**config.mk**
```make
export PLATFORM = sky130hd
export DESIGN_NAME = load_store_unit_flat
export DESIGN_NICKNAME = d
export VERILOG_FILES = /design/src/rtl/lsu_pkg.sv /design/src/rtl/lsu_if.sv /design/src/rtl/lsu_lane_align.sv /design/src/rtl/load_store_unit.sv /design/src/flat_wrapper.sv
export SDC_FILE = /design/constraint.sdc
export NUM_CORES = 1
export LEC_CHECK = 0
export CAP_MARGIN = 20
export CORE_UTILIZATION = 37
export CTS_CLUSTER_SIZE = 24
export DETAILED_ROUTE_END_ITERATION = 12
export GPL_TIMING_DRIVEN = 0
export PLACE_DENSITY = 0.75
export REMOVE_ABC_BUFFERS = 1
export SYNTH_ARGS = -nofsm -noshare
export SYNTH_HDL_FRONTEND = slang
export SYNTH_SLANG_ARGS = --single-unit
```
**constraint.sdc**
```tcl
create_clock -name CLK -period 5.4 [get_ports CLK]
set_clock_uncertainty 0.05 [all_clocks]
set_input_delay 0.54 -clock CLK [delete_from_list [all_inputs] [get_ports CLK]]
set_output_delay 0.54 -clock CLK [all_outputs]
set_load 0.05 [all_outputs]
```
**src/rtl/lsu_pkg.sv**
```systemverilog
// ---------------------------------------------------------------------------
// lsu_pkg
// Shared definitions for the load/store unit:
//   - access-size encodings (size_e)
//   - FSM state enumeration (state_e)
//   - byte-lane mask constants and small lane helpers used by both the
//     sequencer and the combinational lane aligner
// ---------------------------------------------------------------------------
package lsu_pkg;

  typedef enum logic [1:0] {
    SIZE_BYTE     = 2'b00,
    SIZE_HALF     = 2'b01,
    SIZE_WORD     = 2'b10,
    SIZE_WORD_ALT = 2'b11   // behaves exactly like SIZE_WORD
  } size_e;

  typedef enum logic [2:0] {
    IDLE,
    LOAD,
    MERGE,
    WRITE,
    RESP
  } state_e;

  // Byte-enable patterns before they are shifted to the addressed lane.
  localparam logic [3:0] LANE_MASK_BYTE = 4'b0001;
  localparam logic [3:0] LANE_MASK_HALF = 4'b0011;
  localparam logic [3:0] LANE_MASK_WORD = 4'b1111;

  // Both word encodings have bit 1 set.
  function automatic logic is_word(size_e size);
    return size[1];
  endfunction

  // First byte lane touched by the access. Misaligned low bits are dropped:
  // a half uses only addr[1], a word always starts at lane 0.
  function automatic logic [1:0] lane_base(size_e size, logic [1:0] addr_lo);
    logic [1:0] base;
    case (size)
      SIZE_BYTE: base = addr_lo;
      SIZE_HALF: base = {addr_lo[1], 1'b0};
      default:   base = 2'b00;
    endcase
    return base;
  endfunction

  function automatic logic [3:0] lane_mask(size_e size);
    logic [3:0] mask;
    case (size)
      SIZE_BYTE: mask = LANE_MASK_BYTE;
      SIZE_HALF: mask = LANE_MASK_HALF;
      default:   mask = LANE_MASK_WORD;
    endcase
    return mask;
  endfunction

  function automatic logic is_misaligned(size_e size, logic [1:0] addr_lo);
    return ((size == SIZE_HALF) && addr_lo[0]) || (is_word(size) && (addr_lo != 2'b00));
  endfunction

endpackage

```
**src/rtl/lsu_if.sv**
```systemverilog
// ---------------------------------------------------------------------------
// lsu_if
// Core-side request/response bundle of the load/store unit.
//   req_valid/req_ready   : request handshake (ready only while idle)
//   req_we                : 1 = store, 0 = load
//   req_addr, req_wdata   : byte address, LSB-aligned store data
//   req_size, req_unsigned: access size, zero-extend loads
//   resp_valid            : one-cycle completion pulse
//   resp_rdata, resp_err  : extended load data (0 for stores), misalign abort
// Modports: master = core side, slave = load/store unit.
// ---------------------------------------------------------------------------
interface lsu_if;
  logic        req_valid;
  logic        req_ready;
  logic        req_we;
  logic [31:0] req_addr;
  logic [31:0] req_wdata;
  logic [1:0]  req_size;
  logic        req_unsigned;
  logic        resp_valid;
  logic [31:0] resp_rdata;
  logic        resp_err;

  modport master (
    output req_valid, req_we, req_addr, req_wdata, req_size, req_unsigned,
    input  req_ready, resp_valid, resp_rdata, resp_err
  );

  modport slave (
    input  req_valid, req_we, req_addr, req_wdata, req_size, req_unsigned,
    output req_ready, resp_valid, resp_rdata, resp_err
  );
endinterface

```
**src/rtl/lsu_lane_align.sv**
```systemverilog
// ---------------------------------------------------------------------------
// lsu_lane_align
// Purely combinational lane logic for the load/store unit.
//   rd_word    : word read from memory
//   addr_lo    : low two bits of the byte address
//   size       : access size
//   zero_ext   : 1 = zero-extend loads, 0 = sign-extend
//   wdata      : LSB-aligned store data
//   load_data  : selected lane, extended to 32 bits
//   store_word : rd_word with the addressed lanes replaced by wdata
// Little-endian: byte k of the word occupies bits 8k+7:8k.
// ---------------------------------------------------------------------------
module lsu_lane_align
  import lsu_pkg::*;
(
  input  logic [31:0] rd_word,
  input  logic [1:0]  addr_lo,
  input  size_e       size,
  input  logic        zero_ext,
  input  logic [31:0] wdata,
  output logic [31:0] load_data,
  output logic [31:0] store_word
);

  logic [1:0]  base;
  logic [4:0]  shift;
  logic [7:0]  lane_byte;
  logic [15:0] lane_half;
  logic [31:0] wdata_shifted;
  logic [3:0]  byte_en;

  always_comb begin
    base          = lane_base(size, addr_lo);
    shift         = {base, 3'b000};
    lane_byte     = rd_word[shift +: 8];
    lane_half     = rd_word[{base[1], 4'b0000} +: 16];
    wdata_shifted = wdata << shift;
    byte_en       = lane_mask(size) << base;

    case (size)
      SIZE_BYTE: load_data = zero_ext ? {24'd0, lane_byte} : {{24{lane_byte[7]}}, lane_byte};
      SIZE_HALF: load_data = zero_ext ? {16'd0, lane_half} : {{16{lane_half[15]}}, lane_half};
      default:   load_data = rd_word;
    endcase
  end

  // Per-lane merge: enabled lanes take the shifted store data, the rest keep
  // the word that was read back.
  generate
    for (genvar gi = 0; gi < 4; gi++) begin : g_lane
      assign store_word[8*gi +: 8] = byte_en[gi] ? wdata_shifted[8*gi +: 8] : rd_word[8*gi +: 8];
    end
  endgenerate

endmodule

```
**src/rtl/load_store_unit.sv**
```systemverilog
// ---------------------------------------------------------------------------
// load_store_unit
// Sequences single load/store requests from the core onto a word-wide memory
// with a combinational read port. Sub-word stores do read-merge-write.
//   CLK, RST_N : clock, asynchronous active-low reset
//   core       : lsu_if.slave request/response port
//   MEM_WE     : one-cycle word write enable
//   MEM_A      : word-aligned byte address (0 when no access is in flight)
//   MEM_WD     : full write word
//   MEM_RD     : combinational read word of MEM_A
// Configuration macro: LSU_MISALIGN_TRAP_EN
//   defined   : misaligned half/word requests skip memory and answer with
//               resp_err=1 one cycle after acceptance
//   undefined : misaligned low address bits are ignored, resp_err stays 0
// Latency from acceptance to resp_valid: load 2, word store 2,
// byte/half store 3, trapped access 1.
// ---------------------------------------------------------------------------
module load_store_unit
  import lsu_pkg::*;
(
  input  logic        CLK,
  input  logic        RST_N,
  lsu_if.slave        core,
  output logic        MEM_WE,
  output logic [31:0] MEM_A,
  output logic [31:0] MEM_WD,
  input  logic [31:0] MEM_RD
);

  state_e      state_reg;
  logic [31:0] addr_reg;
  logic [31:0] wdata_reg;
  size_e       size_reg;
  logic        zero_ext_reg;

  logic        mem_we_reg;
  logic [31:0] mem_a_reg;
  logic [31:0] mem_wd_reg;
  logic        resp_valid_reg;
  logic [31:0] resp_rdata_reg;
  logic        resp_err_reg;

  size_e       req_size;
  logic [31:0] req_addr_aligned;
  logic [31:0] load_data;
  logic [31:0] store_word;

  assign req_size         = size_e'(core.req_size);
  assign req_addr_aligned = {core.req_addr[31:2], 2'b00};

  // Lane logic works on the registered request so it is stable for the
  // whole LOAD/MERGE cycle while MEM_RD is sampled.
  lsu_lane_align u_align (
    .rd_word    (MEM_RD),
    .addr_lo    (addr_reg[1:0]),
    .size       (size_reg),
    .zero_ext   (zero_ext_reg),
    .wdata      (wdata_reg),
    .load_data  (load_data),
    .store_word (store_word)
  );

  always_ff @(posedge CLK or negedge RST_N) begin
    if (!RST_N) begin
      state_reg      <= IDLE;
      addr_reg       <= '0;
      wdata_reg      <= '0;
      size_reg       <= SIZE_BYTE;
      zero_ext_reg   <= 1'b0;
      mem_we_reg     <= 1'b0;
      mem_a_reg      <= '0;
      mem_wd_reg     <= '0;
      resp_valid_reg <= 1'b0;
      resp_rdata_reg <= '0;
      resp_err_reg   <= 1'b0;
    end else begin
      // Pulsed outputs default low; each state re-asserts them as needed.
      mem_we_reg     <= 1'b0;
      resp_valid_reg <= 1'b0;

      case (state_reg)
        IDLE: begin
          if (core.req_valid) begin
            addr_reg     <= core.req_addr;
            wdata_reg    <= core.req_wdata;
            size_reg     <= req_size;
            zero_ext_reg <= core.req_unsigned;
`ifdef LSU_MISALIGN_TRAP_EN
            if (is_misaligned(req_size, core.req_addr[1:0])) begin
              state_reg      <= RESP;
              resp_valid_reg <= 1'b1;
              resp_rdata_reg <= '0;
              resp_err_reg   <= 1'b1;
            end else
`endif
            if (!core.req_we) begin
              state_reg <= LOAD;
              mem_a_reg <= req_addr_aligned;
            end else if (is_word(req_size)) begin
              // Full-word store needs no read; write in the very next cycle.
              state_reg  <= WRITE;
              mem_a_reg  <= req_addr_aligned;
              mem_we_reg <= 1'b1;
              mem_wd_reg <= core.req_wdata;
            end else begin
              state_reg <= MERGE;
              mem_a_reg <= req_addr_aligned;
            end
          end
        end

        LOAD: begin
          state_reg      <= RESP;
          mem_a_reg      <= '0;
          resp_valid_reg <= 1'b1;
          resp_rdata_reg <= load_data;
          resp_err_reg   <= 1'b0;
        end

        MERGE: begin
          // MEM_A stays on the same word for the following write.
          state_reg  <= WRITE;
          mem_we_reg <= 1'b1;
          mem_wd_reg <= store_word;
        end

        WRITE: begin
          state_reg      <= RESP;
          mem_a_reg      <= '0;
          mem_wd_reg     <= '0;
          resp_valid_reg <= 1'b1;
          resp_rdata_reg <= '0;
          resp_err_reg   <= 1'b0;
        end

        RESP: begin
          state_reg <= IDLE;
        end

        default: begin
          state_reg <= IDLE;
        end
      endcase
    end
  end

  // Only decoded from the state register, so it drops to 1 asynchronously
  // with reset as well.
  assign core.req_ready  = (state_reg == IDLE);
  assign core.resp_valid = resp_valid_reg;
  assign core.resp_rdata = resp_rdata_reg;
  // Never set outside the trap path, so it is constant 0 in the default build.
  assign core.resp_err   = resp_err_reg;

  assign MEM_WE = mem_we_reg;
  assign MEM_A  = mem_a_reg;
  assign MEM_WD = mem_wd_reg;

endmodule

```
**src/flat_wrapper.sv**
```systemverilog
// flat-port wrapper written by rule: the top's interface ports become plain ports
module load_store_unit_flat import lsu_pkg::*;
  (CLK, RST_N, MEM_WE, MEM_A, MEM_WD, MEM_RD, core_req_valid, core_req_we, core_req_addr, core_req_wdata, core_req_size, core_req_unsigned, core_req_ready, core_resp_valid, core_resp_rdata, core_resp_err);
  lsu_if core_i ();
  input  logic CLK;
  input  logic RST_N;
  output logic MEM_WE;
  output logic [31:0] MEM_A;
  output logic [31:0] MEM_WD;
  input  logic [31:0] MEM_RD;
  input wire logic [$bits(core_i.req_valid)-1:0] core_req_valid;
  input wire logic [$bits(core_i.req_we)-1:0] core_req_we;
  input wire logic [$bits(core_i.req_addr)-1:0] core_req_addr;
  input wire logic [$bits(core_i.req_wdata)-1:0] core_req_wdata;
  input wire logic [$bits(core_i.req_size)-1:0] core_req_size;
  input wire logic [$bits(core_i.req_unsigned)-1:0] core_req_unsigned;
  output wire logic [$bits(core_i.req_ready)-1:0] core_req_ready;
  output wire logic [$bits(core_i.resp_valid)-1:0] core_resp_valid;
  output wire logic [$bits(core_i.resp_rdata)-1:0] core_resp_rdata;
  output wire logic [$bits(core_i.resp_err)-1:0] core_resp_err;
  assign core_i.req_valid = core_req_valid;
  assign core_i.req_we = core_req_we;
  assign core_i.req_addr = core_req_addr;
  assign core_i.req_wdata = core_req_wdata;
  assign core_i.req_size = core_req_size;
  assign core_i.req_unsigned = core_req_unsigned;
  assign core_req_ready = core_i.req_ready;
  assign core_resp_valid = core_i.resp_valid;
  assign core_resp_rdata = core_i.resp_rdata;
  assign core_resp_err = core_i.resp_err;
  load_store_unit u_core (.CLK(CLK), .RST_N(RST_N), .core(core_i), .MEM_WE(MEM_WE), .MEM_A(MEM_A), .MEM_WD(MEM_WD), .MEM_RD(MEM_RD));
endmodule
```
Word level (Yosys, flattened, before mapping) --
Index checks and enable logic that the tools add are counted.
Storage, ports and cells: register bits after elaboration 138, output and inout port bits 100, word-level logic and storage cells 55
Operators by class: equal/unequal tests 7, shift operators 4, muxes and demuxes 25, reduce and logical (&&, ||, !) cells 9
Operators with widths (number):
- $mux W32 | 6
- $pmux W32 S2 | 3
- $pmux W32 S3 | 1
- $mux W8 | 4
- $shiftx A32 B6 Y16 | 1
- $shiftx A32 B6 Y8 | 1
- $shl A32 B5 Y32 | 1
- $pmux W3 S3 | 1
- $pmux W4 S2 | 1
- $eq A3 B2 Y1 const B | 2
- $mux W3 | 2
- $ne A2 B2 Y1 const B | 3
- $mux W1 | 5
- $pmux W2 S2 | 1
- $reduce_and A2 Y1 | 2
- $reduce_and A4 Y1 | 1
- $reduce_bool A2 Y1 | 2
- $shl A4 B2 Y4 | 1
- $eq A3 B1 Y1 const B | 1
- $logic_not A3 Y1 | 1
- $reduce_bool A3 Y1 | 1
- $eq A2 B1 Y1 const B | 1
- $logic_not A2 Y1 | 1
- $pmux W1 S2 | 1
- $reduce_or A2 Y1 | 1

Longest topological paths before layout --
Gate-level depths: netlist of the first run.
depth after elaboration 6, gate-level depth with buffers 8, gate-level depth less buffers 6

By module --
A second synthesis of the first run with hierarchy kept.
Second synthesis, totals: cells, all modules 778, area total of the unflattened synthesis 7357.1 um^2
By module, submodules not included:
- load_store_unit | times used 1, cells an instance 550, area an instance 5980.7 um^2, seq. area each 3403.3 um^2
- lsu_lane_align | times used 1, cells an instance 228, area an instance 1376.3 um^2, seq. area each 0.0 um^2

Worst setup path before layout of the first run --
OpenSTA, ideal clock, no wires.
path type register to register, start point register u_core.state_reg[0], end point register u_core.size_reg[0], setup time 0.128 ns, data arrival time 2.251 ns, data required time 5.222 ns, slack 2.972 ns, cell stages (with the launch flop) 7, buffers on the path 2, cells stage by stage dfrtp_1 -> or2_1 -> nor2_1 -> and2_1 -> buf_2 -> buf_2 -> mux2_1
On the way: cells in the longest elaborated chain, start to end 2
Ends and longest elaborated chain:
- start, declared | line load_store_unit.sv:30 | state_e state_reg;
- start signal, assigned | line load_store_unit.sv:65 | state_reg <= IDLE;
- start signal, assigned | line load_store_unit.sv:97 | state_reg <= LOAD;
- start signal, assigned | line load_store_unit.sv:101 | state_reg <= WRITE;
- $logic_not A3 Y1
- via core_req_ready | line flat_wrapper.sv:17 | output wire logic [$bits(core_i.req_ready)-1:0] core_req_ready;
- $reduce_and A2 Y1 (no line)
- end signal, assigned | line load_store_unit.sv:86 | size_reg <= req_size;
- end, declared | line load_store_unit.sv:33 | size_e size_reg;
The timed path passes the listed nets, and every way through them passes these cells. A chain may end at the register's enable or synchronous reset.

Worst setup path in the final report of the first run --
start point register u_core.state_reg[1], end point register u_core.mem_wd_reg[29], in the netlist u_core.MEM_WD[29]
On the way: cells in the longest elaborated chain, start to end 3, elaborated cells between the ends (all ways) 9, those cells by class eq/ne: 5; mux: 1; reduce/logical: 3
Ends and longest elaborated chain:
- $eq A3 B2 Y1 / $logic_not A3 Y1 (equally long branches) | line load_store_unit.sv:81 | case (state_reg)
- $reduce_bool A3 Y1 (no line) / $ne A2 B2 Y1 (equally long branches)
- $reduce_and A4 Y1 (no line)
- end signal, assigned | line load_store_unit.sv:104 | mem_wd_reg <= core.req_wdata;
- end signal, assigned | line load_store_unit.sv:124 | mem_wd_reg <= store_word;
- end, declared | line load_store_unit.sv:38 | logic [31:0] mem_wd_reg;
Parallel ways exist; a longest one is shown, timed or not.

==> metrics.log, run 1 <==
[metrics] post-synthesis cell count: 703
[metrics] count of TritonRoute iterations in the first routing pass: 5
[metrics] number of top-level pins: 203
[metrics] worst min-delay path category: in2async
[metrics] starting utilization of the core area: 0.379
[metrics] Avg Vias per Cell: 5.64
[metrics] fillers: 1602
[metrics] number of buffers added for setup after CTS: 0
[metrics] Highest Signal Layer: met4
[metrics] Finish-stage setup viols: 0
[metrics] Critical Path Slowest Stage Cell: sky130_fd_sc_hd__dfrtp_1
[metrics] IR drop worst, VDD: 0.414 mV
[metrics] Setup crit start kind: register
[metrics] origin of the critical flop-to-flop path: u_core.state_reg[1]
[metrics] share of the yosys chip area belonging to registers: 0.500
[metrics] placeable core region: 18000 um^2
[metrics] clk buf depth: 2
[metrics] number of max-slew violations in the final report: 0
[metrics] setup repair after global routing missed its margin: false
[metrics] floorplan die area: 18900 um^2
[metrics] share of the synthesized area in the top cell type: 0.500
[metrics] number of gates resized after cts: 0
[metrics] maximum level of the CTS H-tree: 4
[metrics] total global-route track usage: 0.241
[metrics] share of cells above drive strength 1: 0.0713
[metrics] number of antenna violations at the first check in global routing: 0
[metrics] number of violations reported at the end of detailed-routing iteration 0: 544
[metrics] final-layout worst hold slack: 20.0 ps
[metrics] hold-fix buffers at CTS: 0
[metrics] Leak Pwr: 4.00 nW
[metrics] die outline height: 138 um
[metrics] Routed Antenna Nets: 0
[metrics] max cap viols: 0
[metrics] IO buf count: 199
[metrics] WP data arrival: 3770 ps
[metrics] number of global-route vias before repair: 6289
[metrics] Power Dens Cells: 735 nW/um^2
[metrics] average instance area after synthesis: 9.68 um^2
[metrics] slack of the critical path: 1930 ps
[metrics] register clock-pin slew on the reported worst setup and hold paths: 60 ps
[metrics] worst r2r dst: u_core.MEM_WD[29]
[metrics] number of diodes: 0
[metrics] status: finished, final reports clean
[metrics] clock insertion delay at the later pin of the skew report: 420 ps
[metrics] buffer and inverter count on the worst path: 1
[metrics] number of different library cells in the post-synthesis netlist: 50
[metrics] most used cells in the layout excluding fill and tap cells: sky130_fd_sc_hd__clkdlybuf4s50_1, sky130_fd_sc_hd__dfrtp_1, sky130_fd_sc_hd__nand2_1
[metrics] Final #Nets: 974
[metrics] Worst slew margin: 0.269
[metrics] Critical Path Fanout Max: 32
[metrics] cell breakdown of the critical path: nand2b_1 -> buf_16 -> nor2_4 -> o221ai_1 -> a221oi_1 -> o22a_1
[metrics] sum of met3 wire segment lengths after detailed routing: 2340 um
[metrics] Die W: 138 um
[metrics] YS warnings: 0
[metrics] clock buffers created by TritonCTS: 17
[metrics] hold violation count in the final report: 0
[metrics] top cells by area, synth: sky130_fd_sc_hd__dfrtp_1, sky130_fd_sc_hd__nand2_1, sky130_fd_sc_hd__mux2_1, sky130_fd_sc_hd__o21ai_0, sky130_fd_sc_hd__nor2_1
[metrics] met2 routed wirelength: 10300 um
[metrics] drt total wl: 22000 um
[metrics] longest individual stage delay on the worst path: 910 ps
[metrics] critical path type: reg2reg
[metrics] CP delay by family, top: simple AND/OR/NAND/NOR gates
[metrics] leftover overflow at the end of global routing: 0
[metrics] synthesis-stage register bit count: 136
[metrics] Routed WL per cell: 19.8 um
[metrics] number of sinks driven by the clock tree: 136
[metrics] post-layout min period: 3470 ps
[metrics] first-pass GRT wire length: 33900 um
[metrics] vias post-DR: 6268
[metrics] Worst R2R Path Depth: 6
[metrics] data required time at the worst endpoint: 5710 ps
[metrics] row cnt: 49
[metrics] area delta synth->final: 42.0%
[metrics] measured slew at the worst slew-check pin: 1090 ps
[metrics] register-to-register setup slack: 1930 ps
[metrics] type of element capturing the critical path: register
[metrics] met1 WL: 8800 um
[metrics] commonest non-fill, non-tap cell in the layout: sky130_fd_sc_hd__clkdlybuf4s50_1
[metrics] netlist area before placement: 6800 um^2
[metrics] TritonCTS clock tree: built
[metrics] maximum achievable frequency: 289 MHz
[metrics] fraction of the cycle the final worst path needs: 0.642
[metrics] root buffer cell: sky130_fd_sc_hd__clkbuf_16
[metrics] cell accounting for the most synthesized area: sky130_fd_sc_hd__dfrtp_1
[metrics] power consumption: 0.00710 W
[metrics] detailed placer's ending HPWL: 14300 um
[metrics] total DRC errors in the routed layout: 0
[metrics] final RePlAce weighted congestion: 0.808
[metrics] worst slack after detailed placement: 1990 ps
[metrics] largest net degree at the start of global routing: 87
## cell families after synthesis
group | after synthesis | share of synthesized area
and+or+nand+nor | 233 | 0.153
AOI/OAI and AO/OA | 199 | 0.202
DFF | 136 | 0.500
buffers and inverters | 76 | 0.0508
muxes | 58 | 0.0932
other | 1 | 0.000551
## layout make-up
cell class	instances	area, um^2	share of cell area
Clock inverter	7	140	0.0145
Inverter	15	56.3	0.00583
Multi-Input combinational cell	493	3090	0.320
Tap cell	229	287	0.0297
Sequential cell	136	3400	0.352
Timing Repair Buffer	208	2190	0.227
Clock buffer	24	492	0.0509
## layer usage
layer,up-vias,track usage
met5,-,0
met4,0,0.109
met3,46,0.0747
met2,328,0.387
met1,3017,0.294
li1,2877,-
## power by group
part | switching [W] | internal [W]
logic | 0.00255 | 0.00140
registers | 0.000397 | 0.00149
clock network | 0.000438 | 0.000820
## cell usage after synthesis, drive strengths merged
| library cell | number |
|---|---|
| a22o | 2 |
| nand2 | 129 |
| buf | 31 |
| a32oi | 4 |
| dfrtp | 136 |
| mux2 | 43 |
| o22a | 8 |
| a41oi | 1 |
| o22ai | 10 |
| o21ai | 54 |
| clkbuf | 30 |
| a311oi | 1 |
| or3 | 8 |
| or3b | 1 |
| a221o | 16 |
| a21oi | 30 |
| o211ai | 20 |
| o41ai | 4 |
| nand2b | 6 |
| or2 | 2 |
| nor2b | 11 |
| nor3 | 2 |
| nor4b | 3 |
| inv | 15 |
| nand3 | 24 |
| a31oi | 17 |
| and2 | 1 |
| nor2 | 45 |
| o31ai | 1 |
| nor3b | 1 |
| a221oi | 13 |
| conb | 1 |
| a2111oi | 2 |
| o221ai | 8 |
| a22oi | 8 |
| mux2i | 15 |
## per-stage QoR
step / instances / util / area [um^2] / setup TNS, ps
floorplan: 644 / - / 6520 / 0
global placement: 1072 / 0.490 / 8800 / -259810
detailed placement: 1080 / 0.501 / 9000 / 0
CTS: 1111 / 0.536 / 9630 / 0
global route: 1112 / 0.538 / 9660 / 0
finish: 1112 / 0.538 / 9660 / 0
## worst max path at each step
stage,startpoint,end,slack [ps],cells past startpoint
floorplan,u_core.state_reg[0],u_core.addr_reg[0],1510,4
global placement,RST_N,u_core.MEM_A[10],-1920,1
detailed placement,u_core.state_reg[1],u_core.MEM_WD[29],1990,6
CTS,u_core.state_reg[1],u_core.MEM_WD[29],1980,6
global route,u_core.state_reg[1],u_core.MEM_WD[27],1660,6
finish,u_core.state_reg[1],u_core.MEM_WD[29],1930,6
(Power assumes the default switching activity.)
==> run 2, diff against run 1 <==
==> constraint.sdc (replaced) <==
create_clock -name CLK -period 3.5 [get_ports CLK]
set_clock_uncertainty 0.05 [all_clocks]
set_input_delay 0.35 -clock CLK [delete_from_list [all_inputs] [get_ports CLK]]
set_output_delay 0.35 -clock CLK [all_outputs]
set_load 0.05 [all_outputs]
==> metrics.log, run 2 (same netlist as run 1, synthesis figures left out) <==
[metrics] commonest non-fill, non-tap cell in the layout: sky130_fd_sc_hd__clkdlybuf4s50_1
[metrics] data required time at the worst endpoint: 3780 ps
[metrics] Avg Vias per Cell: 5.65
[metrics] power consumption: 0.0110 W
[metrics] number of diodes: 0
[metrics] final-layout worst hold slack: 407 ps
[metrics] drt total wl: 22400 um
[metrics] max cap viols: 0
[metrics] fillers: 1601
[metrics] longest individual stage delay on the worst path: 910 ps
[metrics] area delta synth->final: 42.2%
[metrics] post-layout min period: 3270 ps
[metrics] origin of the critical flop-to-flop path: u_core.state_reg[1]
[metrics] most used cells in the layout excluding fill and tap cells: sky130_fd_sc_hd__clkdlybuf4s50_1, sky130_fd_sc_hd__dfrtp_1, sky130_fd_sc_hd__nand2_1
[metrics] Setup crit start kind: register
[metrics] leftover overflow at the end of global routing: 0
[metrics] floorplan die area: 18900 um^2
[metrics] Sw Pwr: 0.00527 W
[metrics] detailed placer's ending HPWL: 14300 um
[metrics] share of cells above drive strength 1: 0.0723
[metrics] fraction of the cycle the final worst path needs: 0.935
[metrics] Sw Ratio: 0.479
[metrics] register clock-pin slew on the reported worst setup and hold paths: 60 ps
[metrics] setup repair after global routing missed its margin: false
[metrics] clk buf depth: 2
[metrics] maximum level of the CTS H-tree: 4
[metrics] row cnt: 49
[metrics] largest net degree at the start of global routing: 87
[metrics] Critical Path Fanout Max: 19
[metrics] WP data arrival: 3560 ps
[metrics] number of antenna violations at the first check in global routing: 0
[metrics] total global-route track usage: 0.241
[metrics] starting utilization of the core area: 0.379
[metrics] Routed WL per cell: 20.1 um
[metrics] number of gates resized after cts: 0
[metrics] Die W: 138 um
[metrics] IO buf count: 199
[metrics] type of element capturing the critical path: register
[metrics] root buffer cell: sky130_fd_sc_hd__clkbuf_16
[metrics] Critical Path Slowest Stage Cell: sky130_fd_sc_hd__dfrtp_1
[metrics] number of top-level pins: 203
[metrics] Power Dens Cells: 1140 nW/um^2
[metrics] vias post-DR: 6291
[metrics] maximum achievable frequency: 305 MHz
[metrics] Finish-stage setup viols: 0
[metrics] internal power of the cells: 0.00573 W
[metrics] Routed Antenna Nets: 0
[metrics] number of max-slew violations in the final report: 0
[metrics] TritonCTS clock tree: built
[metrics] measured slew at the worst slew-check pin: 1090 ps
[metrics] first-pass GRT wire length: 34000 um
[metrics] IR drop worst, VDD: 0.639 mV
[metrics] clock buffers created by TritonCTS: 17
[metrics] number of violations reported at the end of detailed-routing iteration 0: 480
[metrics] buffer and inverter count on the worst path: 1
[metrics] beginning of the critical path: u_core.state_reg[1]
[metrics] critical path type: reg2reg
[metrics] worst min-delay path category: in2async
[metrics] Leak Pwr: 4.00 nW
[metrics] cell breakdown of the critical path: nand2b_1 -> buf_16 -> nor2_2 -> o211ai_1 -> a31oi_1
[metrics] final RePlAce weighted congestion: 0.808
[metrics] placed instance count: 1080
[metrics] Worst slew margin: 0.268
[metrics] die outline height: 138 um
[metrics] total DRC errors in the routed layout: 0
[metrics] non-filler instance count after layout: 1114
[metrics] CP delay by family, top: simple AND/OR/NAND/NOR gates
[metrics] placeable core region: 18000 um^2
[metrics] part of the total power dissipated in sequential elements: 0.265
[metrics] hold violation count in the final report: 0
[metrics] count of TritonRoute iterations in the first routing pass: 5
[metrics] Clk pwr share: 0.177
[metrics] number of sinks driven by the clock tree: 136
[metrics] status: finished, final reports clean
[metrics] clock insertion delay at the later pin of the skew report: 420 ps
[metrics] number of global-route vias before repair: 6301
[metrics] combinational power share: 0.558
[metrics] Final #Nets: 976
-- run 2: what timing repair did --
item	4_1_cts	5_1_grt
hold endpoints to repair	50	0
hold buffers	1	0
endpoints found under the setup margin	0	8
setup buffers	0	0
-- run 2: layer usage --
layer  vias to the layer above  part of all wire  GRT usage
met5                         -                 0          0
met4                         0             0.029      0.109
met3                        46              0.10     0.0747
met2                       313              0.46      0.387
met1                      3053              0.41      0.294
li1                       2879                 -          -
-- run 2: power groups by stage --
stage,logic [W],clock network (W),registers (W)
global route,0.00654,0.00204,0.00302
CTS,0.00603,0.00197,0.00295
finish,0.00613,0.00194,0.00292
detailed placement,0.00601,0,0.00297
global placement,0.00580,0,0.00296
floorplan,0.00226,0,0.00444
-- run 2: final timing paths --
path | end | slack, ps | cells past startpoint
setup / recovery | u_core.MEM_WD[9] | 230 | 5
hold / removal | u_core.MEM_WD[21] | 410 | 2
setup reg to reg | u_core.MEM_WD[9] | 230 | 5
hold reg to reg | u_core.core.resp_rdata[13] | 420 | 2
max in group asynchronous | u_core.core.resp_rdata[26] | 2170 | 3
min in group CLK | u_core.MEM_A[27] | 420 | 3
-- run 2: stage by stage --
stage                      util  setup TNS [ps]  area [um^2]  setup WS [ps]
final                     0.539               0         9680            226
after global placement    0.490         -606160         8800          -3630
after CTS                 0.537               0         9640           75.8
after detailed placement  0.501               0         9000           93.9
after global routing      0.539               0         9680           79.8
after floorplan               -          -23590         6520           -386
-- run 2: cell type report --
class                      count  area (um^2)  area share
sequential                   136         3400       0.352
clock buffer                  24          492      0.0508
timing repair buffer         209         2200       0.227
tap                          229          287      0.0296
clock inverter                 7          140      0.0145
inverter                      15         56.3     0.00582
multi-input combinational    494         3100       0.320
